File: src/rtl/imem_pkg.sv
// Shared definitions for the instruction memory: loader FSM states, sizes and
// the big-endian byte-lane order also assumed by the read path.
package imem_pkg;

  localparam int IMEM_ADDR_WIDTH = 16;
  localparam int BYTES_PER_WORD  = 4;
  localparam int BYTE0_LSB       = 24;  // byte0 lands in [31:24]

  typedef enum logic [1:0] {
    IDLE,
    COLLECT,
    WRITE,
    DONE
  } state_t;

  // Shifting left keeps the earliest byte in the most significant lane.
  function automatic logic [31:0] shift_in_byte(input logic [31:0] word,
                                                input logic [7:0]  b);
    return {word[BYTE0_LSB-1:0], b};
  endfunction

endpackage

File: src/rtl/byte_packer.sv
// Packs a byte stream into big-endian 32-bit words; word_full flags the byte
// that completes a word, and word already includes that byte.
module byte_packer
  import imem_pkg::*;
(
  input  logic        clk,
  input  logic        rst_n,
  input  logic        clear,
  input  logic        shift_en,
  input  logic [7:0]  data,
  output logic [31:0] word,
  output logic        word_full
);

  localparam logic [1:0] LAST_LANE = 2'(BYTES_PER_WORD - 1);

  logic [31:0] shift_reg;
  logic [1:0]  lane_reg;

  always_ff @(posedge clk or negedge rst_n) begin
    if (!rst_n) begin
      shift_reg <= '0;
      lane_reg  <= '0;
    end else if (clear) begin
      shift_reg <= '0;
      lane_reg  <= '0;
    end else if (shift_en) begin
      shift_reg <= shift_in_byte(shift_reg, data);
      lane_reg  <= lane_reg + 2'd1;
    end
  end

  assign word      = shift_in_byte(shift_reg, data);
  assign word_full = shift_en && (lane_reg == LAST_LANE);

endmodule

File: src/rtl/imem_loader.sv
// Streams bytes into instruction memory as consecutive big-endian words and
// keeps the CPU held until the requested word count has been written.
module imem_loader
  import imem_pkg::*;
#(
  parameter int ADDR_WIDTH = IMEM_ADDR_WIDTH,
  parameter int LEN_WIDTH  = ADDR_WIDTH - 2
) (
  input  logic                  clk,
  input  logic                  rst_n,
  input  logic                  start,
  input  logic [ADDR_WIDTH-1:0] base_addr,
  input  logic [LEN_WIDTH-1:0]  length_words,
  input  logic                  in_valid,
  input  logic [7:0]            in_data,
  output logic                  in_ready,
  output logic                  mem_we,
  output logic [31:0]           mem_addr,
  output logic [31:0]           mem_wdata,
  output logic                  busy,
  output logic                  done,
  output logic                  cpu_hold,
  output logic                  wrap_err
);

  localparam logic [ADDR_WIDTH-1:0] WORD_MASK = ~ADDR_WIDTH'(3);
  localparam logic [ADDR_WIDTH-1:0] TOP_WORD  = ~ADDR_WIDTH'(3);

  state_t                state_reg, state_next;
  logic [ADDR_WIDTH-1:0] ptr_reg;
  logic [ADDR_WIDTH-1:0] addr_reg;
  logic [LEN_WIDTH-1:0]  remaining_reg;
  logic [31:0]           wdata_reg;
  logic                  wrap_reg;

  logic        start_ok;
  logic        shift_en;
  logic [31:0] packed_word;
  logic        word_full;

  assign start_ok = start && ((state_reg == IDLE) || (state_reg == DONE));
  assign shift_en = in_valid && (state_reg == COLLECT);

  byte_packer u_packer (
    .clk       (clk),
    .rst_n     (rst_n),
    .clear     (start_ok),
    .shift_en  (shift_en),
    .data      (in_data),
    .word      (packed_word),
    .word_full (word_full)
  );

  always_comb begin
    state_next = state_reg;
    case (state_reg)
      IDLE, DONE: begin
        if (start)
          state_next = (length_words == '0) ? DONE : COLLECT;
      end
      COLLECT: begin
        if (word_full)
          state_next = WRITE;
      end
      WRITE: begin
        state_next = (remaining_reg == LEN_WIDTH'(1)) ? DONE : COLLECT;
      end
      default: state_next = IDLE;
    endcase
  end

  always_ff @(posedge clk or negedge rst_n) begin
    if (!rst_n) begin
      state_reg     <= IDLE;
      ptr_reg       <= '0;
      addr_reg      <= '0;
      remaining_reg <= '0;
      wdata_reg     <= '0;
      wrap_reg      <= 1'b0;
    end else begin
      state_reg <= state_next;
      if (start_ok) begin
        ptr_reg       <= base_addr & WORD_MASK;
        remaining_reg <= length_words;
        wrap_reg      <= 1'b0;
      end
      // Write port registers are loaded as the word completes so they are
      // stable for the whole WRITE cycle and hold afterwards.
      if (state_reg == COLLECT && word_full) begin
        addr_reg  <= ptr_reg;
        wdata_reg <= packed_word;
      end
      if (state_reg == WRITE) begin
        ptr_reg       <= ptr_reg + ADDR_WIDTH'(4);
        remaining_reg <= remaining_reg - LEN_WIDTH'(1);
        if (remaining_reg != LEN_WIDTH'(1) && ptr_reg == TOP_WORD)
          wrap_reg <= 1'b1;
      end
    end
  end

  assign in_ready  = (state_reg == COLLECT);
  assign mem_we    = (state_reg == WRITE);
  assign busy      = (state_reg == COLLECT) || (state_reg == WRITE);
  assign done      = (state_reg == DONE);
  assign cpu_hold  = (state_reg != DONE);
  assign wrap_err  = wrap_reg;
  assign mem_addr  = 32'(addr_reg);
  assign mem_wdata = wdata_reg;

endmodule

File: config.mk
export PLATFORM = sky130hd
export DESIGN_NAME = imem_loader
export DESIGN_NICKNAME = d
export VERILOG_FILES = /design/src/rtl/imem_pkg.sv /design/src/rtl/byte_packer.sv /design/src/rtl/imem_loader.sv
export SDC_FILE = /design/constraint.sdc
export NUM_CORES = 1
export LEC_CHECK = 0
export CORE_MARGIN = 4
export CORE_UTILIZATION = 55
export CTS_BUF_LIST = sky130_fd_sc_hd__clkbuf_16
export CTS_CLUSTER_DIAMETER = 120
export DETAILED_ROUTE_END_ITERATION = 6
export HOLD_SLACK_MARGIN = 0.15
export PLACE_DENSITY_LB_ADDON = 0.05
export SLEW_MARGIN = 40
export SYNTH_ARGS = -nofsm -noshare
export SYNTH_HDL_FRONTEND = slang
export SYNTH_HIERARCHICAL = 1
export SYNTH_SLANG_ARGS = --single-unit
File: constraint.sdc
create_clock -name clk -period 4.16 [get_ports clk]
set_input_delay 1.04 -clock clk [delete_from_list [all_inputs] [get_ports clk]]
set_output_delay 1.04 -clock clk [all_outputs]
set_load 0.01 [all_outputs]
==> results.yml <==
routing:
  wirelength_um: 10400
  first_iter_violations: 135
  routedWlPerCell_um: 16.4
  post_drt_via_cell_ratio: 5.55
  vias: 3506
  drc: 0
  firstDrtPassIters: 4
  ant_nets: 0
sta:
  finalMaxSlewViolations: 0
  hold_viol: 0
  tns_ps: 0
  max_freq_mhz: 318
  setup_ws_ps: 1020
  worstMarginPinSlew_ps: 674
  finalClockSkew_ps: 12.4
  slew_headroom: 0.551
  finalSetupViolations: 0
  rsz0062_at_grt: "false"
  hold_slack_ps: 483
  min_period_ps: 3140
  post-route-period-util: 0.755
setup_path:
  worstPathArrival_ps: 2100
  startpoint_type: "flop"
  worstSetupPathType: "flop to output port"
  cp_max_fo: 18
  crit_required_ps: 3120
  critPathCaptureType: "output port"
clock_network:
  cts_tree: "done"
  postCtsSetupBuffers: 0
  clk_latency_ps: 340
  hold_buffers: 0
  clock-sinks: 103
  cts_root_buffer: "clkbuf_16"
  cts_buffer_depth: 2
  numCtsBuffers: 9
  clk_pin_slew_worst_paths_ps: 70
  htreeDepth: 3
  cts_resized: 0
die:
  start_util: 0.573
  die_area_sq_um: 10800
  core-area_sq_um: 8810
  die_h_um: 104
  rows: 34
  ios: 112
  dieWidth_um: 104
global_route:
  track_usage: 0.194
  grt_overflow: 0
  use_met2: 0.318
  grt_pass1_wl_um: 17300
  grt_max_degree: 50
  grt_antenna_before_repair: 0
  grt-busiest-layer: "met2"
  met3_usage: 0.0597
  use_met1: 0.250
  grt_pass1_vias: 3545
pwr:
  vdd_drop_max_mv: 0.310
  p_total_mw: 3.62
  powerDensity_nw_per_um2: 589
  p_leak_nw: 2.80
logic_synthesis:
  syn_area_sq_um: 5050
  synth_common_cells: "dfrtp_1 (103), mux2_2 (44), nor2_1 (42)"
  synth_edf_count: 0
  netlist_instances: 441
  synth.top_cells.by_area: "dfrtp_1 (51%), mux2_2 (9.8%), mux2i_1 (5.9%)"
  ys_types: 56
  avgSynthCellArea_sq_um: 11.4
  synth_seq_area_share: 0.511
  synth_area_leader_cell: "dfrtp_1"
  ys_async_sr_fraction: 1.00
  yosysWarnings: 6
  yosysMostFrequentCell: "dfrtp_1"
  ys_ff_latch: 103
  ys.flop_type: "dfrtp_1"
  netlist.area_leader.share: 0.511
layout:
  fillers: 650
  largest_reg_flops: 32
  n_antenna_cell: 0
  area_growth_syn_to_layout_pct: 21.8
  final_core_util: 0.698
  drive_gt1_frac: 0.160
  final_nets: 569
placement:
  io_buffers: 91
  globalplace.congestion: 0.801
  place_ws_ps: 1200
  post-dp-hpwl_um: 7170
worst_hold_path:
  hp-class: "flop to flop"
run_status:
  status: "finished clean"
run:
  drv_cap: 0
logic make-up after synthesis:
family                     after synthesis  share of synthesized area
xor gates and xnor gates                13                     0.0226
AOI/OAI and AO/OA                       65                     0.0865
and+or+nand+nor                        117                      0.123
other                                    1                   0.000743
DFF                                    103                      0.511
muxes                                   74                      0.158
buffers and inverters                   60                     0.0788
adders and majority gates                8                     0.0198
cells in the final DEF, fill, tap and decap left out, types with 2 or more instances in the layout:
cell,instances
xnor2_1,11
nor2_1,42
mux2i_1,30
nand3_1,6
clkinv_2,2
a22oi_1,2
ha_1,8
nor4_1,4
o22ai_1,3
mux2_2,44
o22a_1,2
clkinvlp_4,2
dfrtp_1,103
inv_1,11
inv_6,2
nand2_1,22
a211oi_1,11
a211o_1,2
nor2b_1,2
nor3_4,2
xor2_1,2
conb_1,18
o21ai_0,10
nor3_1,5
buf_4,7
o21a_1,2
a221o_1,2
clkbuf_16,9
nand3_2,2
nand4_1,8
and3_1,12
o21ba_2,2
clkdlybuf4s50_1,90
a21oi_1,20
through the flow:
stage | std cells | instance area (sq um)
after CTS | 632 | 6150
final | 632 | 6150
after detailed placement | 616 | 5870
after global placement | 616 | 5870
after global routing | 632 | 6150
after floorplan | 458 | 5110
routing by layer:
metal	vias up	routed length, um
met1	1714	4800
li1	1676	-
met2	104	4830
met4	0	106
met3	12	624
met5	-	0
path summary, 6_finish.rpt:
path	from	endpoint	slack [ps]	cells past startpoint
min	addr_reg[7]	addr_reg[7]	480	2
min in group asynchronous	rst_n	u_packer/shift_reg[23]	710	1
min reg2reg	addr_reg[7]	addr_reg[7]	480	2
max	state_reg[0]	mem_we	1020	3
max reg2reg	state_reg[0]	remaining_reg[12]	1570	7
max in group asynchronous	rst_n	mem_wdata[14]	2640	2
report_power, final:
part	switching (mW)	internal, mW	leakage (nW)
sequential	0.327	1.31	1.37
combinational	0.566	0.619	1.29
clock	0.384	0.412	0.134
total	1.28	2.35	2.80
critical path, stage by stage (launching register included):
cell	delay, ps
dfrtp_1	430
inv_1	80
ha_1	590
clkdlybuf4s50_1	660
final cells by class:
type | count | area, sq um | share of cell area
well taps | 108 | 135 | 0.0220
inverters | 12 | 45.0 | 0.00732
clock buffers | 9 | 225 | 0.0366
repair buffers | 98 | 973 | 0.158
clock inverters | 7 | 53.8 | 0.00875
flip-flops and latches | 103 | 2580 | 0.419
multi-input cells | 295 | 2140 | 0.348
(Power assumes the default switching activity.)
